### src/rtl/fetch_stage_pkg.sv
// Shared types for the instruction-fetch slice: data width, NOP encoding and the
// {instruction, PC} entry carried through the fetch queues.
package fetch_stage_pkg;

  localparam int XLEN = 32;
  localparam logic [XLEN-1:0] INSTR_NOP = 32'h0000_0013;

  typedef struct packed {
    logic [XLEN-1:0] instr;
    logic [XLEN-1:0] pc;
  } fetch_entry_t;

endpackage

### src/rtl/fetch_fifo.sv
// Small circular buffer of fetch entries with flush; read/write pointers carry an
// extra wrap bit so full and empty are distinguishable without a separate counter.
module fetch_fifo
  import fetch_stage_pkg::*;
#(
  parameter int DEPTH = 2,
  localparam int AW = $clog2(DEPTH)
) (
  input  logic         clk,
  input  logic         rst,
  input  logic         push,
  input  fetch_entry_t push_data,
  input  logic         pop,
  input  logic         flush,
  output fetch_entry_t head,
  output logic         full,
  output logic         empty,
  output logic [AW:0]  count
);

  localparam logic [AW:0] PTR_ONE = 1;

  fetch_entry_t mem [DEPTH];
  logic [AW:0]  wr_ptr;
  logic [AW:0]  rd_ptr;

  assign count = wr_ptr - rd_ptr;
  assign empty = (wr_ptr == rd_ptr);
  assign full  = (wr_ptr[AW-1:0] == rd_ptr[AW-1:0]) && (wr_ptr[AW] != rd_ptr[AW]);
  assign head  = mem[rd_ptr[AW-1:0]];

  // On a full buffer a same-cycle push overwrites the slot being popped, which is safe
  // because the popped head has already been consumed combinationally.
  always_ff @(posedge clk or negedge rst) begin
    if (!rst) begin
      wr_ptr <= '0;
      rd_ptr <= '0;
      for (int i = 0; i < DEPTH; i++) begin
        mem[i] <= '0;
      end
    end else if (flush) begin
      rd_ptr <= wr_ptr;
    end else begin
      if (push) begin
        mem[wr_ptr[AW-1:0]] <= push_data;
        wr_ptr              <= wr_ptr + PTR_ONE;
      end
      if (pop) begin
        rd_ptr <= rd_ptr + PTR_ONE;
      end
    end
  end

endmodule

### src/rtl/fetch_stage.sv
// Instruction fetch stage: issues in-order word requests, pairs returned words with
// their PCs and hands {instruction, PC} to decode; redirects discard wrong-path fetches.
module fetch_stage
  import fetch_stage_pkg::*;
#(
  parameter logic [XLEN-1:0] RESET_PC = 32'h0000_0000,
  parameter int              DEPTH    = 2
) (
  input  logic            clk,
  input  logic            rst,
  output logic            o_imem_req_valid,
  output logic [XLEN-1:0] o_imem_addr,
  input  logic            i_imem_req_ready,
  input  logic            i_imem_rsp_valid,
  input  logic [XLEN-1:0] i_imem_rdata,
  input  logic            i_redirect,
  input  logic [XLEN-1:0] i_redirect_pc,
  input  logic            i_stall,
  output logic            o_valid,
  output logic [XLEN-1:0] o_instruct,
  output logic [XLEN-1:0] o_pc,
  output logic [XLEN-1:0] o_pc_plus4
);

  localparam int AW    = $clog2(DEPTH);
  localparam int CNT_W = AW + 1;
  localparam int SUM_W = AW + 2;
  localparam logic [CNT_W-1:0] CNT_ONE = 1;

  logic [XLEN-1:0]  pc;
  logic [CNT_W-1:0] drop_count;
  logic [CNT_W-1:0] drop_next;
  logic [CNT_W-1:0] inflight_count;
  logic [CNT_W-1:0] buf_count;
  logic [SUM_W-1:0] occupancy;
  logic             inflight_full;
  logic             inflight_empty;
  logic             buf_full;
  logic             buf_empty;
  logic             req_fire;
  logic             rsp_keep;
  logic             buf_push;
  logic             buf_pop;
  fetch_entry_t     req_entry;
  fetch_entry_t     rsp_entry;
  fetch_entry_t     inflight_head;
  fetch_entry_t     buf_head;
  logic             unused_ok;

  // Credit uses registered counts only, so stall/redirect never reach req_valid.
  assign occupancy        = SUM_W'(inflight_count) + SUM_W'(buf_count);
  assign o_imem_req_valid = rst && (occupancy < SUM_W'(DEPTH));
  assign o_imem_addr      = pc;
  assign req_fire         = o_imem_req_valid && i_imem_req_ready;

  assign rsp_keep  = i_imem_rsp_valid && (drop_count == '0);
  assign buf_push  = rsp_keep && !i_redirect;
  assign buf_pop   = !buf_empty && !i_stall && !i_redirect;
  assign drop_next = inflight_count + CNT_W'(req_fire) - CNT_W'(i_imem_rsp_valid);

  assign req_entry = '{instr: INSTR_NOP, pc: pc};
  assign rsp_entry = '{instr: i_imem_rdata, pc: inflight_head.pc};

  assign o_valid    = !buf_empty;
  assign o_instruct = buf_head.instr;
  assign o_pc       = buf_head.pc;
  assign o_pc_plus4 = buf_head.pc + 32'd4;

  assign unused_ok = ^{inflight_head.instr, i_redirect_pc[1:0], inflight_full,
                       inflight_empty, buf_full};

  always_ff @(posedge clk or negedge rst) begin
    if (!rst) begin
      pc <= RESET_PC;
    end else if (i_redirect) begin
      pc <= {i_redirect_pc[XLEN-1:2], 2'b00};
    end else if (req_fire) begin
      pc <= pc + 32'd4;
    end
  end

  // Everything still outstanding after a redirect, including a request accepted in
  // the same cycle, belongs to the wrong path and must be swallowed on return.
  always_ff @(posedge clk or negedge rst) begin
    if (!rst) begin
      drop_count <= '0;
    end else if (i_redirect) begin
      drop_count <= drop_next;
    end else if (i_imem_rsp_valid && (drop_count != '0)) begin
      drop_count <= drop_count - CNT_ONE;
    end
  end

  fetch_fifo #(.DEPTH(DEPTH)) u_inflight (
    .clk       (clk),
    .rst       (rst),
    .push      (req_fire),
    .push_data (req_entry),
    .pop       (i_imem_rsp_valid),
    .flush     (1'b0),
    .head      (inflight_head),
    .full      (inflight_full),
    .empty     (inflight_empty),
    .count     (inflight_count)
  );

  fetch_fifo #(.DEPTH(DEPTH)) u_buffer (
    .clk       (clk),
    .rst       (rst),
    .push      (buf_push),
    .push_data (rsp_entry),
    .pop       (buf_pop),
    .flush     (i_redirect),
    .head      (buf_head),
    .full      (buf_full),
    .empty     (buf_empty),
    .count     (buf_count)
  );

endmodule

### config.mk
export PLATFORM = sky130hd
export DESIGN_NAME = fetch_stage
export DESIGN_NICKNAME = d
export VERILOG_FILES = /design/src/rtl/fetch_stage_pkg.sv /design/src/rtl/fetch_fifo.sv /design/src/rtl/fetch_stage.sv
export SDC_FILE = /design/constraint.sdc
export NUM_CORES = 1
export LEC_CHECK = 0
export CORE_ASPECT_RATIO = 1.5
export CORE_MARGIN = 4
export CORE_UTILIZATION = 45
export CTS_BUF_LIST = sky130_fd_sc_hd__clkbuf_4
export DETAILED_ROUTE_END_ITERATION = 10
export DONT_BUFFER_PORTS = 1
export PLACE_DENSITY = 0.6
export SETUP_SLACK_MARGIN = 0.02
export SYNTH_ARGS = -nofsm -noshare
export SYNTH_HDL_FRONTEND = slang
export SYNTH_SLANG_ARGS = --single-unit
### constraint.sdc
create_clock -name clk -period 4.7 [get_ports clk]
set_clock_uncertainty 0.1 [all_clocks]
set_input_delay 0.705 -clock clk [delete_from_list [all_inputs] [get_ports clk]]
set_output_delay 0.705 -clock clk [all_outputs]
set_load 0.01 [all_outputs]
; ---- Word level (Yosys, flattened, before mapping)
; Index checks and enable logic that the tools add are counted.
[op_classes]
n_addsub = 12
multipliers = 0
n_div = 0
order_cmp = 7
n_eq_ne = 1
shifts = 0
n_mux = 18
bitwise_logic = 5
n_reduce_logical = 18
[op_table]
columns = cell, n
row1 = 2-to-1 mux 64 bit, 5
row2 = bitwise mux 128 bit, 2
row3 = 2-to-1 mux 32 bit, 5
row4 = demux 64 bit (select 1 bit), 2
row5 = adder 32 x 3 -> 32 bit (second input constant), 2
row6 = logical AND 1 bit, 9
row7 = adder 2 x 1 -> 2 bit (second input constant), 4
row8 = greater-or-equal comparator 2 bit (second input constant), 4
row9 = 2-to-1 mux 2 bit, 4
row10 = NOT 1 -> 2 bit, 4
row11 = nonzero test 2 bit, 4
row12 = less-than comparator 2 x 1 -> 1 bit (second input constant), 2
row13 = subtractor 2 bit, 2
row14 = adder 2 x 2 -> 3 bit, 1
row15 = logical NOT 1 bit, 3
row16 = less-than comparator 3 x 2 -> 1 bit (second input constant), 1
row17 = adder 2 x 1 -> 2 bit, 1
row18 = equality test 2 bit, 1
row19 = logical NOT 2 bit, 1
row20 = AND reduction 2 bit, 1
row21 = subtractor 2 x 1 -> 2 bit, 1
row22 = subtractor 2 x 1 -> 2 bit (second input constant), 1
row23 = NOT 1 bit, 1
[totals]
ff_bits = 298
latchBits = 0
ramBits = 0
rom_bits = 0
output_inout_bits = 130
elab_cells = 75
memories = 0

; ---- Logic depth before layout (Yosys ltp)
; Gate-level depths: netlist (run 1).
[depth]
depth_word = 8
ltp_mapped = 14
mapped_depth_nobuf = 13

; ---- Hierarchy
; From an unflattened synthesis (run 1), not the netlist that was laid out.
[hier_totals]
cells_unflattened = 1057
hier_area_um2 = 15268.4
[modules_own_cells]
columns = mod, n_inst, cells_per_inst, area_each_um2
row1 = fetch_fifo, 2, 364, 6324.8
row2 = fetch_stage, 1, 329, 2618.8

; ---- Worst setup path before layout (run 1)
; OpenSTA, ideal clock, no wires.
[synth_timing]
path_type = register -> output
startpoint = register u_buffer.rd_ptr[0]
endpoint = output o_pc_plus4[22]
t_arrival_ns = 3.115
path_slack_ns = 0.780
stages_incl_launch_ff = 14
n_path_buf = 5
path_cell_list = dfrtp_1 > buf_6 > buf_6 > buf_2 > buf_1 > buf_1 > mux2i_1 > inv_1 > ha_1 > inv_1 > a211oi_2 > nor3b_2 > nand3_1 > xnor2_1
[synth_via]
elab_chain_cells = 5
[synth_lines]
columns = item, line
row1 = start: declaration, fetch_fifo.sv:25  ; logic [AW:0] rd_ptr;
row2 = start signal: assignment, fetch_fifo.sv:42  ; rd_ptr <= wr_ptr;
row3 = start signal: assignment, fetch_fifo.sv:49  ; rd_ptr <= rd_ptr + PTR_ONE;
row4 = NOT 1 -> 2 bit (implied by the code), fetch_fifo.sv:30  ; assign head = mem[rd_ptr[AW-1:0]];
row5 = 2-to-1 mux 64 bit (implied by the code) (3 in series), fetch_fifo.sv:30
row6 = named net o_pc[2], fetch_stage.sv:21  ; output logic [XLEN-1:0] o_pc,
row7 = adder 32 x 3 -> 32 bit, fetch_stage.sv:67  ; assign o_pc_plus4 = buf_head.pc + 32'd4;
row8 = end: declaration, fetch_stage.sv:22  ; output logic [XLEN-1:0] o_pc_plus4
; The timed path passes the listed nets, and every way through them passes these cells. The select of a mux whose other input is x is not followed.

; ---- Final worst setup path (run 1)
[layout_timing]
startpoint = register u_buffer.rd_ptr[0]
endpoint = output o_pc_plus4[30]
; The elaborated chain is that of the path after synthesis.

==> impl_metrics.yaml, run 1 <==
clock_network:
  cts.clk_slew.worst_paths_ns: 0.07
  root_buffer: "clkbuf_4"
  cts_max_level: 2
  ctsHoldBuffers: 31
  cts.sinks: 224
  cts_setup_buffers: 0
  tritoncts: "yes"
  numCtsBuffers: 56
  cts_buffer_depth: 3
  clkLatencyLatePin_ns: 0.66
routing:
  drt_wl_total_um: 23720
  vias: 7011
  ant_nets: 0
  drc_errors: 0
  wl_per_cell_um: 17.70
  firstDrtPassIters: 4
  viasPerCell: 5.232
  drtIter0Drc: 244
synthesis:
  syn_area_mm2: 0.01078
  yosysWarnings: 0
  seq_area_frac_synth_pct: 51.98
  yosys-top-cells-count: "224 x dfrtp_1, 177 x mux2_2, 99 x nand2_1, 50 x o21ai_0, 41 x nor2_1"
  synthTopCellsByArea: "dfrtp_1 52%, mux2_2 18%, mux2i_1 3.5%"
  synth.avg_cell_area_um2: 11.52
  synth.largest_area_cell: "dfrtp_1"
  synth_cells: 936
  yosysMostFrequentCell: "dfrtp_1"
  ys_ff_latch: 224
  ys.flop_type: "dfrtp_1"
  synth_edf_count: 0
  async_flop_share_pct: 100.0
  yosysUniqueCellTypes: 48
  synth_top_area_share_pct: 51.98
pwr:
  ir_worst_vdd_uv: 372.1
  p_leak_nw: 5.391
  p_seq_share_pct: 41.1
  switchingPower_mw: 3.053
  p_int_mw: 5.071
  p_per_area_mw_per_mm2: 673.5
  switching_share_pct: 37.58
  p_total_mw: 8.124
  combPwrFrac_pct: 39.6
  pwr-share-clk_pct: 19.3
sta:
  min_period_ns: 4.422
  fmax_mhz: 226.2
  rsz0062_at_grt: "false"
  hold_viol: 224
  period_share_pct: 94.08
  tns_ns: 0
  setup_viol: 0
  max_slew_margin_pct: 28.12
  slew_violations: 0
  tightestPinTransition_ns: 1.078
  fin_hold_ws_ns: -0.3597
final_layout:
  final_util_pct: 50.99
  area_delta_synth_final_pct: 11.87
  nets: 1061
  fillers: 2182
  design_area_mm2: 0.01206
  drive_gt1_share_pct: 28.63
placed_design:
  place.gp.congestion: 0.7286
  place.port_buffers: 0
  dpl-instance-area_mm2: 0.01106
  hpwl_um: 15350
setup_path:
  critical_path_class: "flop to primary output"
  startpoint_type: "flop"
  rr_worst_depth: 10
  critPathArrivalTime_ns: 3.62
  crit_path_end_kind: "primary output"
  worstSetupStartpoint: "u_buffer.rd_ptr[0]"
  reg2reg_slack_ns: 0.86
  regToRegEndpoint: "o_imem_addr[31]"
  crit-reg2reg-launch: "u_buffer.rd_ptr[0]"
  crit_path_max_fanout: 36
  crit_required_ns: 3.89
floorplanning:
  io-pin-count: 200
  die_w_um: 134.4
  start_util_pct: 45.58
  placementRows: 69
  die_h_um: 197.6
  core_mm2: 0.02366
  dieArea_mm2: 0.02655
run_status:
  violations: "negative hold slack"
  status: "finished with violations"
global_route:
  grt_pass1_wl_um: 38720
  grt_pass1_vias: 7366
  antenna_found_initial: 1
  track_usage_pct: 17.94
  overflow: 0
  grt_max_degree: 227
run:
  maxCapViolations: 0
hold_path:
  hp-class: "primary input to async pin"
routing by layer:
| metal | GRT usage, % | part of all wire, % |
|---|---|---|
| met1 | 22.39 | 43 |
| met2 | 29.62 | 48 |
| met3 | 5.326 | 6.6 |
| met4 | 6.528 | 2.4 |
| met5 | 0 | 0 |
what timing repair did:
item                                    CTS  global route
endpoints found under the setup margin    0             4
resized for setup                         0             1
hold endpoints to repair                258           224
cell usage in the layout, fill, tap and decap left out, types with 10 or more instances in the layout:
| master | count |
|---|---|
| a21oi_1 | 36 |
| and3_1 | 10 |
| clkbuf_4 | 77 |
| clkinv_1 | 12 |
| dfrtp_1 | 222 |
| dlygate4sd3_1 | 30 |
| inv_1 | 19 |
| mux2_2 | 177 |
| mux2i_1 | 38 |
| nand2_1 | 98 |
| nand3_1 | 24 |
| nand4_1 | 16 |
| nor2_1 | 40 |
| o21ai_0 | 50 |
| o21ai_1 | 18 |
| xnor2_1 | 37 |
| xor2_1 | 33 |
cell type report:
| class | count | area, µm² | share of cell area, % |
|---|---|---|---|
| flip-flops and latches | 224 | 5610 | 46.51 |
| multi-input cells | 640 | 4887 | 40.51 |
| clock buffers | 77 | 578.1 | 4.792 |
| repair buffers | 41 | 411.6 | 3.413 |
| well taps | 319 | 399.1 | 3.309 |
| clock inverters | 18 | 98.84 | 0.8194 |
| inverters | 20 | 75.07 | 0.6223 |
| diodes | 1 | 2.502 | 0.02074 |
power groups by stage:
stage	sequential (mW)	combinational [mW]	clock, mW
3_5_place_dp	3.38	3.23	0
2_1_floorplan	3.16	2.77	0
3_3_place_gp	3.34	3.20	0
6_report	3.34	3.22	1.56
4_1_cts	3.34	3.28	1.65
5_1_grt	3.46	3.56	1.74
worst max-delay path by stage:
stage | endpoint | slack [ns] | cells after the start
6_report | o_pc_plus4[30] | 0.28 | 6
5_1_grt | o_pc_plus4[30] | 0.07 | 6
3_3_place_gp | o_pc_plus4[30] | 0.82 | 6
4_1_cts | o_pc_plus4[30] | 0.03 | 6
2_1_floorplan | o_pc_plus4[22] | 0.78 | 13
3_5_place_dp | o_pc_plus4[30] | 0.82 | 6
cell families after synthesis:
family	count (synthesis)	share of synthesized area, %
fa+ha+maj	8	0.9979
other cells	1	0.03478
simple gates	227	10.50
compound gates	114	5.674
xor+xnor	70	5.686
buf+inv	77	3.110
mux	215	22.01
flops	224	51.98
critical path: stages, from the launching register on:
cell	delay, ns
dfrtp_4	0.70
buf_6	0.35
mux2_2	0.33
o211ai_2	0.17
or4b_1	0.77
nor4b_4	0.34
xor2_1	0.28
flip-flops by register name, indices dropped and copies added (netlist names):
| register | cells |
|---|---|
| drop_count | 2 |
| o_imem_addr | 30 |
| u_buffer.mem | 124 |
| u_buffer.rd_ptr | 2 |
| u_buffer.wr_ptr | 2 |
| u_inflight.mem | 60 |
| u_inflight.rd_ptr | 2 |
| u_inflight.wr_ptr | 2 |
through the flow:
stage	instances	worst slack, ns
after floorplan	941	0.7800
after global placement	1213	0.8188
after detailed placement	1213	0.8163
after CTS	1339	0.02553
after global routing	1340	0.07026
final	1340	0.2783
No activity file was read; power rests on OpenSTA's default activity.
==> run 2, diff against run 1 <==
--- a/config.mk
+++ b/config.mk
@@ -5,6 +5,7 @@
 export SDC_FILE = /design/constraint.sdc
 export NUM_CORES = 1
 export LEC_CHECK = 0
+export ABC_AREA = 1
 export CORE_ASPECT_RATIO = 1.5
 export CORE_MARGIN = 4
 export CORE_UTILIZATION = 45
==> run 2 against run 1 <==
  * Highest routed layer unchanged
  * Synthesized cell count increased by 74%
  * Register-to-register slack improved by 0.04 ns
  * Non-clock buffer count fell by 4
  * Via count is 45% higher
  * Worst setup slack better by 0.21 ns
  * The flow still finishes with violations (negative hold slack)
  * Sequential share of layout area is 2.9 points lower
  * Count of clock-buffer cells in the layout increased by 6
  * Cell area rose by 6.5%
  * Total power up 7.8%
  * Utilization down 1.1 points
  * Combinational power up 13%
==> impl_metrics.yaml, run 2 <==
run_status:
  status: "finished with violations"
  violations: "negative hold slack"
routing:
  ant_nets: 0
  drt_wl_total_um: 32030
  viasPerCell: 5.021
  wl_per_cell_um: 15.87
  drc_errors: 0
  vias: 10130
  firstDrtPassIters: 5
  drtIter0Drc: 732
floorplanning:
  core_mm2: 0.02576
  dieArea_mm2: 0.02887
  start_util_pct: 45.69
  die_w_um: 140.1
  io-pin-count: 200
  die_h_um: 206.1
  placementRows: 72
synthesis:
  synth_top_area_share_pct: 47.61
  yosysUniqueCellTypes: 34
  async_flop_share_pct: 100.0
  seq_area_frac_synth_pct: 47.61
  syn_area_mm2: 0.01177
  synth_cells: 1624
  ys.flop_type: "dfrtp_1"
  synth.largest_area_cell: "dfrtp_1"
  synth.avg_cell_area_um2: 7.249
  yosysMostFrequentCell: "nand2_1"
  ys_ff_latch: 224
  synthTopCellsByArea: "dfrtp_1 48%, nand2_1 23%, o21ai_0 6.8%"
  yosysWarnings: 0
  yosys-top-cells-count: "720 x nand2_1, 224 x dfrtp_1, 159 x o21ai_0, 136 x inv_1, 113 x nor2_1"
  synth_edf_count: 0
setup_path:
  reg2reg_slack_ns: 0.90
  cp_common_cell: "nand2_1"
  startpoint_type: "flop"
  critical_path_class: "flop to primary output"
  slowest_delay_ns: 0.65
  rr_worst_depth: 14
  crit_slowest_cell: "dfrtp_2"
  cp_num_buf_inv: 2
  critPathArrivalTime_ns: 3.40
  regToRegEndpoint: "drop_count[1]"
  crit_path_max_fanout: 34
  crit-reg2reg-launch: "u_buffer.rd_ptr[0]"
  cp_cell_sequence: "inv_6, buf_4, nand2_1, nand2_1, nand2_1, nor2_1, nand2_1, nor2_4, xor2_1"
  crit_required_ns: 3.89
  critical-path-top-delay-family: "simple AND/OR/NAND/NOR gates"
  crit_path_end_kind: "primary output"
final_layout:
  regMostFlops: "u_buffer.mem"
  regArea_mm2: 0.005607
  multi_input_area_mm2: 0.005258
  largest_reg_flops: 124
  final_common_cell: "nand2_1"
  drive_gt1_share_pct: 9.388
  area_delta_synth_final_pct: 9.140
  layout_common_cells: "720 x nand2_1, 223 x dfrtp_1, 159 x o21ai_0, 135 x inv_1, 111 x nor2_1"
  nets: 1726
  fillers: 2691
sta:
  hold_viol: 224
  setup_viol: 0
  fmax_mhz: 237.6
  max_slew_margin_pct: 45.39
  tns_ns: 0
  rsz0062_at_grt: "false"
  fin_hold_ws_ns: -0.3790
  tightestPinTransition_ns: 0.8191
  period_share_pct: 89.54
  slew_violations: 0
  min_period_ns: 4.209
run:
  maxCapViolations: 0
clock_network:
  cts_buffer_depth: 3
  tritoncts: "yes"
  post_cts_resized: 0
  cts.sinks: 224
  cts_max_level: 2
  ctsHoldBuffers: 23
  root_buffer: "clkbuf_4"
  numCtsBuffers: 57
  cts_setup_buffers: 0
  clkLatencyLatePin_ns: 0.69
  cts.clk_slew.worst_paths_ns: 0.06
global_route:
  grt_max_degree: 226
  grt_pass1_vias: 9755
  grt_pass1_wl_um: 51610
  track_usage_pct: 22.05
  overflow: 0
  antenna_found_initial: 1
pwr:
  p_leak_nw: 6.464
  ir_worst_vdd_uv: 310.5
  p_per_area_mw_per_mm2: 681.5
placed_design:
  hpwl_um: 21760
  place.port_buffers: 0
  place.gp.congestion: 0.9120
hold_path:
  hp-class: "primary input to async pin"
-- run 2: through the flow --
stage	total power, mW	area, µm²	utilization (%)	setup WS [ns]	instances
finish	8.757	12850	49.87	0.4914	2018
global route	9.555	12850	49.87	0.2389	2018
CTS	8.868	12840	49.85	0.3702	2016
detailed placement	7.179	11920	46.27	0.8667	1899
global placement	7.086	11920	46.27	0.8987	1899
floorplan	6.199	11790	-	1.342	1629
-- run 2: where the power goes --
part / internal, mW / switching (mW) / leakage (nW)
logic: 1.05 / 2.58 / 3.28
clock network: 0.852 / 0.771 / 0.416
registers: 2.81 / 0.691 / 2.77
total: 4.71 / 4.05 / 6.46
-- run 2: how the worst max path moves through the flow --
stage,startpoint,slack (ns),to,cells past startpoint
6_report,u_buffer.rd_ptr[0],0.49,o_pc_plus4[15],9
5_1_grt,u_buffer.rd_ptr[0],0.24,o_pc_plus4[23],10
4_1_cts,u_buffer.rd_ptr[0],0.37,o_pc_plus4[17],8
3_5_place_dp,u_buffer.rd_ptr[0],0.87,drop_count[1],14
3_3_place_gp,u_buffer.rd_ptr[0],0.90,drop_count[1],14
2_1_floorplan,u_inflight.wr_ptr[0],1.34,drop_count[1],18
-- run 2: layer usage --
layer | track usage [%] | wire length, µm | up-vias
met3 | 5.880 | 2389 | 66
met1 | 27.43 | 13310 | 4677
met5 | 0 | 0 | -
met4 | 9.107 | 1094 | 0
li1 | - | - | 5066
met2 | 36.49 | 15240 | 324
-- run 2: cell type report --
cell class                 count  area share [%]
sequential                   224           43.64
antenna                        2         0.03895
multi-input combinational   1187           40.92
clock inverter                11          0.5453
timing repair buffer          37           2.610
clock buffer                  83           4.850
inverter                     141           4.158
tap                          333           3.243
-- run 2: cells by family (layout without fill, tap and decap cells) --
kind of cell / after synthesis / count (layout) / share of synthesized area [%]
fa+ha+maj: 8 / 8 / 0.9140
other cells: 1 / 8 / 0.03185
xor+xnor: 35 / 35 / 2.604
buf+inv: 218 / 272 / 8.014
compound gates: 197 / 197 / 8.534
flops: 224 / 224 / 47.61
simple gates: 941 / 941 / 32.29
